==> config.mk <==
export PLATFORM = sky130hd
export DESIGN_NAME = collision_scheduler
export DESIGN_NICKNAME = d
export VERILOG_FILES = /design/src/rtl/collision_scheduler.sv
export SDC_FILE = /design/constraint.sdc
export NUM_CORES = 1
export LEC_CHECK = 0
export CAP_MARGIN = 25
export CORE_MARGIN = 1
export CORE_UTILIZATION = 32
export DETAILED_ROUTE_END_ITERATION = 16
export PLACE_DENSITY = 0.58
export SYNTH_ARGS = -nofsm -noshare
export SYNTH_HDL_FRONTEND = slang
export SYNTH_SLANG_ARGS = --single-unit
==> constraint.sdc <==
create_clock -name clk -period 4.5 [get_ports clk]
set_clock_uncertainty 0.15 [all_clocks]
set_input_delay 0.9 -clock clk [delete_from_list [all_inputs] [get_ports clk]]
set_output_delay 0.9 -clock clk [all_outputs]
set_load 0.02 [all_outputs]
==> src/rtl/collision_scheduler.sv <==
// collision_scheduler: walks every (projectile, alien) pair once per frame tick and
// time-shares a single external collision checker across them.
// Optional build macro COLLISION_SCHED_MULTIHIT_EN: when defined a projectile keeps
// scanning after a hit (piercing shot); otherwise it retires on its first hit.
module collision_scheduler #(
  parameter int NPROJ   = 4,
  parameter int COLS    = 11,
  parameter int ROWS    = 5,
  parameter int COORD_W = 10,
  parameter int X_PITCH = 24,
  parameter int Y_PITCH = 16,
  localparam int NTGT   = ROWS * COLS,
  localparam int PW     = (NPROJ > 1) ? $clog2(NPROJ) : 1,
  localparam int TW     = (NTGT > 1) ? $clog2(NTGT) : 1
) (
  input  logic                     clk,
  input  logic                     rst,
  input  logic                     start,
  input  logic [COORD_W-1:0]       grid_x,
  input  logic [COORD_W-1:0]       grid_y,
  input  logic [NTGT-1:0]          alive,
  input  logic [NPROJ-1:0]         proj_valid,
  input  logic [NPROJ*COORD_W-1:0] proj_x,
  input  logic [NPROJ*COORD_W-1:0] proj_y,
  output logic                     chk_req,
  output logic [COORD_W-1:0]       chk_obj_x,
  output logic [COORD_W-1:0]       chk_obj_y,
  output logic [COORD_W-1:0]       chk_proj_x,
  output logic [COORD_W-1:0]       chk_proj_y,
  input  logic                     chk_hit,
  output logic                     busy,
  output logic                     hit_valid,
  output logic [PW-1:0]            hit_proj,
  output logic [TW-1:0]            hit_tgt,
  output logic [NPROJ-1:0]         kill_mask,
  output logic                     done
);

  localparam int CW = (COLS > 1) ? $clog2(COLS) : 1;
  localparam int RW = (ROWS > 1) ? $clog2(ROWS) : 1;

  localparam logic [2:0] StIdle = 3'd0;
  localparam logic [2:0] StLoad = 3'd1;
  localparam logic [2:0] StScan = 3'd2;
  localparam logic [2:0] StWait = 3'd3;
  localparam logic [2:0] StFin  = 3'd4;

  logic [2:0]               state_q, state_d;
  logic [PW-1:0]            p_q, p_d;
  logic [TW-1:0]            t_q, t_d;
  // Column/row tracked alongside t so operand math needs no divider.
  logic [CW-1:0]            col_q, col_d;
  logic [RW-1:0]            row_q, row_d;
  logic [NTGT-1:0]          alive_q, alive_d;
  logic [NPROJ-1:0]         kill_q, kill_d;
  logic [NPROJ-1:0]         pv_q;
  logic [NPROJ*COORD_W-1:0] px_q, py_q;
  logic [COORD_W-1:0]       gx_q, gy_q;
  logic                     adv_t, retire;
  logic                     last_t, last_p;

  assign last_t = (t_q == TW'(NTGT - 1));
  assign last_p = (p_q == PW'(NPROJ - 1));

  // Next-state: pair walk, hit bookkeeping and index wrap.
  always_comb begin
    state_d = state_q;
    p_d     = p_q;
    t_d     = t_q;
    col_d   = col_q;
    row_d   = row_q;
    alive_d = alive_q;
    kill_d  = kill_q;
    adv_t   = 1'b0;
    retire  = 1'b0;
    case (state_q)
      StIdle: if (start) state_d = StLoad;
      StLoad: begin
        state_d = StScan;
        p_d     = '0;
        t_d     = '0;
        col_d   = '0;
        row_d   = '0;
        kill_d  = '0;
        alive_d = alive;
      end
      StScan: begin
        if (!pv_q[p_q])         retire  = 1'b1;
        else if (!alive_q[t_q]) adv_t   = 1'b1;
        else                    state_d = StWait;
      end
      StWait: begin
        state_d = StScan;
        if (chk_hit) begin
          // Clearing the snapshot bit keeps later projectiles off a claimed target.
          alive_d[t_q] = 1'b0;
          kill_d[p_q]  = 1'b1;
`ifdef COLLISION_SCHED_MULTIHIT_EN
          adv_t = 1'b1;
`else
          retire = 1'b1;
`endif
        end else begin
          adv_t = 1'b1;
        end
      end
      StFin:   state_d = StIdle;
      default: state_d = StIdle;
    endcase

    if (adv_t && !last_t) begin
      t_d = t_q + 1'b1;
      if (col_q == CW'(COLS - 1)) begin
        col_d = '0;
        row_d = row_q + 1'b1;
      end else begin
        col_d = col_q + 1'b1;
      end
    end else if (adv_t || retire) begin
      t_d   = '0;
      col_d = '0;
      row_d = '0;
      if (last_p) state_d = StFin;
      else        p_d     = p_q + 1'b1;
    end
  end

  // State, counters and input snapshots.
  always_ff @(posedge clk) begin
    if (rst) begin
      state_q <= StIdle;
      p_q     <= '0;
      t_q     <= '0;
      col_q   <= '0;
      row_q   <= '0;
      alive_q <= '0;
      kill_q  <= '0;
      pv_q    <= '0;
      px_q    <= '0;
      py_q    <= '0;
      gx_q    <= '0;
      gy_q    <= '0;
    end else begin
      state_q <= state_d;
      p_q     <= p_d;
      t_q     <= t_d;
      col_q   <= col_d;
      row_q   <= row_d;
      alive_q <= alive_d;
      kill_q  <= kill_d;
      if (state_q == StLoad) begin
        pv_q <= proj_valid;
        px_q <= proj_x;
        py_q <= proj_y;
        gx_q <= grid_x;
        gy_q <= grid_y;
      end
    end
  end

  // Outputs decoded from state and snapshots; operand sums wrap at COORD_W bits.
  always_comb begin
    busy       = (state_q != StIdle);
    done       = (state_q == StFin);
    chk_req    = (state_q == StScan) && pv_q[p_q] && alive_q[t_q];
    hit_valid  = (state_q == StWait) && chk_hit;
    hit_proj   = p_q;
    hit_tgt    = t_q;
    kill_mask  = kill_q;
    chk_obj_x  = gx_q + COORD_W'(int'(col_q) * X_PITCH);
    chk_obj_y  = gy_q + COORD_W'(int'(row_q) * Y_PITCH);
    chk_proj_x = px_q[p_q*COORD_W +: COORD_W];
    chk_proj_y = py_q[p_q*COORD_W +: COORD_W];
  end

endmodule

---- Word level (Yosys, flattened, before mapping) ----
Index checks and enable logic that the tools add are counted.
storage, ports and cells
  word-level logic and storage cells ...... 92
  input port bits ......................... 163
  bits in registers ....................... 181
  output and inout bits ................... 56
operators by class
  multiplexer cells ....................... 41
  bitwise logic cells ..................... 3
  reductions and logical operators ........ 14
  multiply operators ...................... 2
  $add $sub $neg .......................... 6
  magnitude comparators ................... 4
  equality and inequality tests ........... 8
  shift-type cells ........................ 2
operators with widths
  cell                                                                count
  one-hot mux 55 bit (2 select lines)                                 1
  variable part select 40 x 7 -> 10 bit                               2
  bitwise AND 55 bit                                                  1
  two-way mux 55 bit                                                  1
  inverter 55 bit                                                     1
  two-way mux 3 bit                                                   10
  two-way mux 4 bit                                                   5
  two-way mux 6 bit                                                   3
  adder 10 x 7 -> 10 bit                                              1
  adder 10 x 9 -> 10 bit                                              1
  two-way mux 1 bit                                                   9
  one-hot mux 3 bit (3 select lines)                                  1
  two-way mux 2 bit                                                   4
  one-hot mux 4 bit (2 select lines)                                  1
  less-than comparator 6 x 7 -> 1 bit (second input constant)         1
  adder 6 x 1 -> 6 bit (second input constant)                        1
  binary-select mux 1 bit (select 6 bit)                              1
  demux 1 bit (select 6 bit)                                          1
  equality test 3 x 2 -> 1 bit (second input constant)                2
  equality test 6 bit (second input constant)                         1
  greater-or-equal comparator 6 x 1 -> 1 bit (second input constant)  1
  logical AND 1 bit                                                   6
  multiplier 4 x 2 -> 6 bit (second input constant)                   1
  nonzero test 3 bit                                                  2
  21 further kinds                                                    22

---- Longest topological paths before layout ----
Gate-level depths: netlist of the first run.
  depth in word-level cells ............... 8
  mapped depth ............................ 11
  depth with buffers taken out ............ 10

---- Least setup slack after synthesis of the first run ----
Ideal clock, no wire load.
  kind .................................... register to output
  start ................................... reg col_q[1]
  end ..................................... out chk_obj_x[9]
  stages on the path, launching flop included .. 11
  buffers on the path ..................... 0
  path slack .............................. 1.272 ns
  required time ........................... 3.450 ns
  arrival time ............................ 2.178 ns
  cell sequence ........................... dfxtp_1 ha_1 fa_1 xnor2_1 ha_1 inv_1 nor2_1 nor2_1 o21bai_1 a21oi_1 xnor2_1
on the way
  word-level cells in the longest chain between the ends .. 2
RTL lines
  what                       line  source
  start, declared            52    logic [CW-1:0] col_q, col_d;
  start signal, assigned     147   col_q <= col_d;
  multiplier 4 x 2 -> 6 bit  170   chk_obj_x = gx_q + COORD_W'(int'(col_q) * X_PITCH);
  adder 10 x 9 -> 10 bit     170
  end, declared              26    output logic [COORD_W-1:0] chk_obj_x,
Every way passes these cells.

---- Final worst setup path of the first run ----
  start ................................... reg t_q[0], in the netlist hit_tgt[0]
  end ..................................... out chk_req
on the way
  word-level cells in the longest chain between the ends .. 3
RTL lines
  what                                     line  source
  start, declared                          50    logic [TW-1:0] t_q, t_d;
  start signal, assigned                   146   t_q <= t_d;
  binary-select mux 1 bit (select 6 bit)   165   chk_req = (state_q == StScan) && pv_q[p_q] && alive_q[t_q];
  two-way mux 1 bit (implied by the code)  165
  logical AND 1 bit                        165
  end, declared                            25    output logic chk_req,
Every way passes these cells. The select of a mux whose other input is x is not followed.

==> reports/qor.yml, run 1 <==
final.setup.tns_ns: 0
post_route_setup_slack_ns: 0.209
synth-main-ff-cell: "sky130_fd_sc_hd__dfxtp_1"
slew_of_the_pin_with_the_lowest_slew_margin_ns: 0.897
design.portCount: 219
clock.fmax_mhz: 233
clock-sinks: 181
wp_data_arrival_ns: 3.24
cts_tree: "done"
stdcell_area_um2: 11400
timing.critical_path.buf_inv: 1
seq_power_share_pct: 45.9
unrepaired_setup_endpoints_after_global_routing: "false"
count_of_vias_placed_by_the_detailed_router: 7931
post_synth.cell_area_avg_um2: 8.25
ys_seq_area_share_pct: 42.8
post_cts_buffers: 0
dieHeight_um: 165
startpoint_type: "flop"
path_clk_slew_ns: 0.07
worst_ir_drop_vdd_mv: 0.185
worstSetupEndpointType: "primary output"
row_count: 59
clkLatencyLatePin_ns: 0.44
most_used_cells_in_the_layout_excluding_fill_and_tap_cells: "235 x sky130_fd_sc_hd__nand2_1, 216 x sky130_fd_sc_hd__clkdlybuf4s50_1, 179 x sky130_fd_sc_hd__dfxtp_1"
leading_cell_type_in_the_layout_fill_and_taps_excluded: "sky130_fd_sc_hd__nand2_1"
final_period_utilization_pct: 95.3
setup_violations: 0
wirelength_um: 26100
globalRouteOverflowTotal: 0
leakage_power_of_the_design_nw: 4.03
final-hold-violation-count: 0
synthDistinctLibCells: 64
drv_slew: 0
cts_max_level: 4
dp_worst_setup_slack_ns: 0.472
utilization_pct: 43.9
initial_utilization_pct: 32.6
post_drt_via_cell_ratio: 5.18
post_synth_instance_area_um2: 8480
detailed_place_hpwl_um: 17400
globalplace.congestion: 0.867
antenna_found_initial: 2
timing.hold.worst.start: "gy_q[2]"
drt_pre_antenna_iters: 5
timing.critical_path.fanout_max: 11
power.combinational.fraction_pct: 13.4
switching_share_pct: 27.2
p_int_mw: 2.75
antenna_violating_nets_post_route: 0
critPathMaxStageDelay_ns: 0.70
placed_area_um2: 10800
maxcap_violations: 0
async_flop_share_pct: 0
first_iter_violations: 580
synth.area.top_cells: "sky130_fd_sc_hd__dfxtp_1 43%, sky130_fd_sc_hd__a21oi_1 11%, sky130_fd_sc_hd__nand2_1 10%, sky130_fd_sc_hd__mux4_2 5.6%, sky130_fd_sc_hd__o22ai_1 3.9%"
classification_of_the_worst_slack_hold_path: "flop to flop"
finish.net_count: 1370
critical_path.top_delay_family: "simple AND/OR/NAND/NOR gates"
drc_errors: 0
layout-area-overhead-vs-synth_pct: 34.7
slew_headroom_pct: 40.2
post-route-min-period_ns: 4.29
timing.critical_path.from: "hit_tgt[0]"
core_um2: 26000
yosys.area.top_type_share_pct: 42.8
final_worst_hold_slack_ns: 0.303
place.port_buffers: 218
syn_nets: 1215
final_layout_size_suffix_gt1_share_pct: 7.20
post_synth_inst_count: 1027
synthesis.yosys.warnings: 0
critical_path_required_ns: 3.45
worstReg2RegStart: "hit_tgt[2]"
p_per_area_nw_per_um2: 331
grt_max_degree: 133
numCtsBuffers: 17
ys_seq_elements: 181
worst_path_cell_trace: "nor2b_1 -> a221oi_1 -> o21ai_0 -> and3b_1 -> o31a_1 -> clkdlybuf4s50_1"
routed_len_inst_um: 17.1
dieArea_um2: 27100
filler_cells_inserted: 2603
max_root_sink_buffers: 2
global_route_wire_length_before_repair_um: 40900
switching_power_mw: 1.03
first_global_vias: 7549
synth_edf_count: 0
die-width_um: 165
track_usage_pct: 19.3
run_status: "completed"
clkPwrFrac_pct: 40.7
netlist.top_cell.by_area: "sky130_fd_sc_hd__dfxtp_1"
timing_worst_setup_path_type: "flop to primary output"
cell_chosen_for_the_clock_root: "sky130_fd_sc_hd__clkbuf_16"
critPathSlowestCell: "sky130_fd_sc_hd__nor2b_1"
final cells by class:
type / instances / area [um^2] / share of cell area, %
Sequential cell: 181 / 3630 / 31.8
Clock buffer: 18 / 429 / 3.76
Antenna cell: 1 / 2.50 / 0.0219
Tap cell: 335 / 419 / 3.67
Multi-Input combinational cell: 733 / 4380 / 38.3
Timing Repair Buffer: 231 / 2310 / 20.3
Inverter: 18 / 67.6 / 0.592
Clock inverter: 14 / 185 / 1.62
synthesized netlist by cell type, types with 2 or more instances:
library cell	n
sky130_fd_sc_hd__nand2_1	235
sky130_fd_sc_hd__dfxtp_1	181
sky130_fd_sc_hd__a21oi_1	178
sky130_fd_sc_hd__clkbuf_1	69
sky130_fd_sc_hd__o21ai_0	66
sky130_fd_sc_hd__o22ai_1	53
sky130_fd_sc_hd__ha_1	22
sky130_fd_sc_hd__mux4_2	21
sky130_fd_sc_hd__nor2_1	20
sky130_fd_sc_hd__inv_1	18
sky130_fd_sc_hd__a221oi_1	13
sky130_fd_sc_hd__nand3_1	12
sky130_fd_sc_hd__buf_1	9
sky130_fd_sc_hd__xnor2_1	9
sky130_fd_sc_hd__buf_4	8
sky130_fd_sc_hd__nor3_1	8
sky130_fd_sc_hd__or3_1	8
sky130_fd_sc_hd__mux2_2	7
sky130_fd_sc_hd__nor2b_1	7
sky130_fd_sc_hd__buf_2	6
sky130_fd_sc_hd__and2_1	5
sky130_fd_sc_hd__o211ai_1	5
sky130_fd_sc_hd__a22oi_1	4
sky130_fd_sc_hd__a31oi_1	4
sky130_fd_sc_hd__nand3b_1	4
sky130_fd_sc_hd__a21o_1	3
sky130_fd_sc_hd__buf_6	3
sky130_fd_sc_hd__fa_1	3
sky130_fd_sc_hd__nand2b_1	3
sky130_fd_sc_hd__a32o_1	2
sky130_fd_sc_hd__and3b_1	2
sky130_fd_sc_hd__mux2_1	2
sky130_fd_sc_hd__nand4_1	2
sky130_fd_sc_hd__nor3b_1	2
sky130_fd_sc_hd__o21bai_1	2
sky130_fd_sc_hd__o31a_1	2
sky130_fd_sc_hd__xor2_1	2
stage by stage:
| stage | instances | total power, mW |
|---|---|---|
| 2_1_floorplan | 1027 | 2.02 |
| 3_3_place_gp | 1497 | 2.28 |
| 3_5_place_dp | 1497 | 2.28 |
| 4_1_cts | 1529 | 3.83 |
| 5_1_grt | 1530 | 3.95 |
| 6_report | 1531 | 3.78 |
flip-flops by register name, indices dropped and copies added (netlist names):
register	count
col_q	4
alive_q	55
kill_mask	4
py_q	40
row_q	3
px_q	40
state_q	3
gx_q	10
hit_proj	2
pv_q	4
gy_q	10
hit_tgt	6
final timing paths:
kind | cells past startpoint | slack, ns | end
setup / recovery | 6 | 0.21 | chk_req
hold / removal | 2 | 0.30 | gy_q[2]
setup reg to reg | 9 | 1.13 | hit_tgt[5]
hold reg to reg | 2 | 0.30 | gy_q[2]
what timing repair did:
action | CTS | global route
gates resized for setup | 0 | 2
setup endpoints to repair | 0 | 2
hold buffers | 0 | 0
worst min-delay path, stage by stage (launching register included):
cell,delay [ns]
sky130_fd_sc_hd__dfxtp_1,0.31
sky130_fd_sc_hd__nand2_1,0.05
sky130_fd_sc_hd__a21oi_1,0.05
per-layer routing:
metal	track usage [%]	up-vias	routed length, um
li1	-	3944	-
met4	5.92	2	410
met3	6.53	30	2080
met5	0	-	11
met2	30.3	250	12000
met1	25.0	3705	11600
power groups by stage:
stage / Clock, mW / Sequential (mW) / Combinational (mW)
4_1_cts: 1.58 / 1.74 / 0.508
6_report: 1.54 / 1.74 / 0.506
2_1_floorplan: 0 / 1.75 / 0.268
3_5_place_dp: 0 / 1.77 / 0.505
5_1_grt: 1.65 / 1.75 / 0.558
3_3_place_gp: 0 / 1.77 / 0.502
kinds of logic (layout without fill, tap and decap cells):
group,after synthesis,count (layout),synth area share [%]
adders and majority gates,25,25,3.96
muxes,31,31,6.89
other,0,1,0
buffers and inverters,113,281,5.71
AOI/OAI and AO/OA,348,348,23.5
and+or+nand+nor,318,318,16.0
DFF,181,181,42.8
xor gates and xnor gates,11,11,1.14
Power figures use the tool's default switching activity.
==> inputs of run 2 (changes only) <==
--- a/config.mk
+++ b/config.mk
@@ -5,11 +5,12 @@
 export SDC_FILE = /design/constraint.sdc
 export NUM_CORES = 1
 export LEC_CHECK = 0
-export CAP_MARGIN = 25
+export CORE_ASPECT_RATIO = 0.6
 export CORE_MARGIN = 1
 export CORE_UTILIZATION = 32
 export DETAILED_ROUTE_END_ITERATION = 16
-export PLACE_DENSITY = 0.58
+export DONT_BUFFER_PORTS = 1
+export PLACE_DENSITY = 0.48
 export SYNTH_ARGS = -nofsm -noshare
 export SYNTH_HDL_FRONTEND = slang
 export SYNTH_SLANG_ARGS = --single-unit
==> run 2 against run 1 <==
Compared with the run above: hold slack improved by 0.00060 ns; wire length up 4.8%; register-to-register slack worse by 0.29 ns; critical path depth down 1; flip-flop and latch count unchanged; combinational power shrank 40%; final cell count is 13% lower; core utilization down 8.1 points; critical path type unchanged; largest power group unchanged; highest routed layer is now met4.
==> reports/qor.yml, run 2 (same netlist as run 1, synthesis figures left out) <==
layout-area-overhead-vs-synth_pct: 8.37
switching_power_mw: 0.958  # -6.8%
worstSetupEndpointType: "primary output"
critical_path_required_ns: 3.45  # about the same
place.port_buffers: 0  # -100%
antenna_violating_nets_post_route: 0  # unchanged
drv_slew: 0  # unchanged
clock-sinks: 181  # unchanged
timing.critical_path.buf_inv: 0  # -1
slew_of_the_pin_with_the_lowest_slew_margin_ns: 0.952  # +0.0544 ns
drc_errors: 0  # unchanged
routed_len_inst_um: 20.7  # +21%
critical_path.top_delay_family: "simple AND/OR/NAND/NOR gates"
slew_headroom_pct: 36.5  # -3.6 points
clock.fmax_mhz: 235  # +1.0%
initial_utilization_pct: 33.1  # +0.47 points
critPathSlowestCell: "sky130_fd_sc_hd__dfxtp_1"
final_period_utilization_pct: 94.4  # -0.96 points
leakage_power_of_the_design_nw: 3.16  # -22%
core_um2: 25600  # -1.4%
global_route_wire_length_before_repair_um: 41700  # +2.2%
cts_max_level: 4  # unchanged
clkLatencyLatePin_ns: 0.44  # about the same
detailed_place_hpwl_um: 18700  # +7.9%
cts_tree: "done"
filler_cells_inserted: 2683  # +3.1%
drt_pre_antenna_iters: 5  # unchanged
classification_of_the_worst_slack_hold_path: "flop to flop"
cts_repair_resize_count: 0  # unchanged
first_global_vias: 6712  # -11%
path_clk_slew_ns: 0.07  # about the same
wp_data_arrival_ns: 3.20  # -0.04 ns
grt_max_degree: 164  # +23%
wirelength_um: 27400  # +4.8%
cell_chosen_for_the_clock_root: "sky130_fd_sc_hd__clkbuf_16"
switching_share_pct: 26.7  # -0.48 points
numCtsBuffers: 17  # unchanged
post-route-min-period_ns: 4.25  # -0.0430 ns
startpoint_type: "flop"
clkPwrFrac_pct: 42.7  # +2.0 points
globalplace.congestion: 0.859  # -0.92%
stdcell_area_um2: 9190  # -20%
globalRouteOverflowTotal: 0  # unchanged
design.portCount: 219  # unchanged
row_count: 45  # -24%
seq_power_share_pct: 48.8  # +2.9 points
worst_ir_drop_vdd_mv: 0.190  # +2.8%
p_int_mw: 2.63  # -4.5%
finish.net_count: 1148  # -16%
dieArea_um2: 27200  # about the same
cts.hold.buffers_added: 0  # unchanged
final_layout_size_suffix_gt1_share_pct: 8.63  # +1.4 points
antenna_found_initial: 0  # -2
dieHeight_um: 128  # -22%
count_of_vias_placed_by_the_detailed_router: 7286  # -8.1%
first_iter_violations: 593  # +2.2%
max_root_sink_buffers: 2  # unchanged
track_usage_pct: 20.5  # +1.1 points
leading_cell_type_in_the_layout_fill_and_taps_excluded: "sky130_fd_sc_hd__nand2_1"
number_of_flip_flops_under_the_largest_register_name: 55  # unchanged
final-hold-violation-count: 0  # unchanged
insertedDiodeCount: 0  # -1
die-width_um: 212  # +29%
critPathMaxStageDelay_ns: 0.85  # +0.15 ns
timing_worst_setup_path_type: "flop to primary output"
maxcap_violations: 0  # unchanged
p_per_area_nw_per_um2: 390  # +18%
most_flops_register: "alive_q"
most_used_cells_in_the_layout_excluding_fill_and_tap_cells: "235 x sky130_fd_sc_hd__nand2_1, 179 x sky130_fd_sc_hd__dfxtp_1, 178 x sky130_fd_sc_hd__a21oi_1"
run_status: "completed"
setup_violations: 0  # unchanged
post_cts_buffers: 0  # unchanged
power.combinational.fraction_pct: 8.5  # -4.9 points
worst_path_cell_trace: "nor2b_1 -> a221oi_1 -> o21ai_0 -> and3b_1 -> o31a_1"
unrepaired_setup_endpoints_after_global_routing: "false"
final.setup.tns_ns: 0  # unchanged
timing.critical_path.fanout_max: 19  # +8
placed_area_um2: 8590  # -20%
post_drt_via_cell_ratio: 5.50  # +6.2%
layout_top_registers: "alive_q (55), px_q (40), py_q (40)"
run 2: changes by cell type in the layout (fill, tap and decap cells not counted), sizes merged, moves of 2 or more:
cell / change
buf: -5
clkdlybuf4s50: -216
clkinv: -2
inv: +2
run 2: tightest hold or removal path, stage by stage (launching register included):
cell and delay [ns]:
sky130_fd_sc_hd__dfxtp_1 0.31, sky130_fd_sc_hd__nand2_1 0.05, sky130_fd_sc_hd__a21oi_1 0.05
run 2: per-stage QoR:
stage / hold WS, ns / setup WS, ns / total power [mW] / cells / utilization, %
2_1_floorplan: 0.283 / 1.27 / 2.02 / 1027 / -
3_3_place_gp: 0.287 / 0.925 / 2.09 / 1293 / 33.5
3_5_place_dp: 0.292 / 0.824 / 2.09 / 1293 / 33.5
4_1_cts: 0.302 / 0.303 / 3.64 / 1325 / 35.9
5_1_grt: 0.322 / 0.125 / 3.76 / 1325 / 35.9
6_report: 0.303 / 0.252 / 3.59 / 1325 / 35.9
run 2: area by class of cell:
cell class	count	area, um^2	share of cell area [%]
sequential	181	3630	39.5
multi-input combinational	733	4380	47.7
tap	352	440	4.79
clock inverter	15	166	1.81
clock buffer	17	425	4.63
inverter	18	67.6	0.736
timing repair buffer	9	80.1	0.872
run 2: final timing paths:
| check | startpoint | endpoint | slack (ns) | cells past startpoint |
|---|---|---|---|---|
| setup reg to reg | hit_tgt[0] | hit_tgt[5] | 0.84 | 8 |
| setup / recovery | hit_tgt[0] | chk_req | 0.25 | 5 |
| hold / removal | px_q[12] | px_q[12] | 0.30 | 2 |
| hold reg to reg | px_q[12] | px_q[12] | 0.30 | 2 |
run 2: per-layer routing:
layer	vias up	track usage, %	part of all wire (%)	wire, um
li1	3504	-	-	-
met5	-	0	0	0
met3	17	5.90	8.8	2420
met1	3492	32.3	51	14000
met2	273	26.1	39	10700
met4	0	5.12	0.80	218
run 2: power groups by stage:
stage          Sequential [mW]  Combinational, mW  Clock, mW
6_report                  1.75              0.305       1.53
5_1_grt                   1.76              0.343       1.66
4_1_cts                   1.75              0.308       1.58
3_5_place_dp              1.78              0.307          0
3_3_place_gp              1.79              0.302          0
2_1_floorplan             1.75              0.268          0
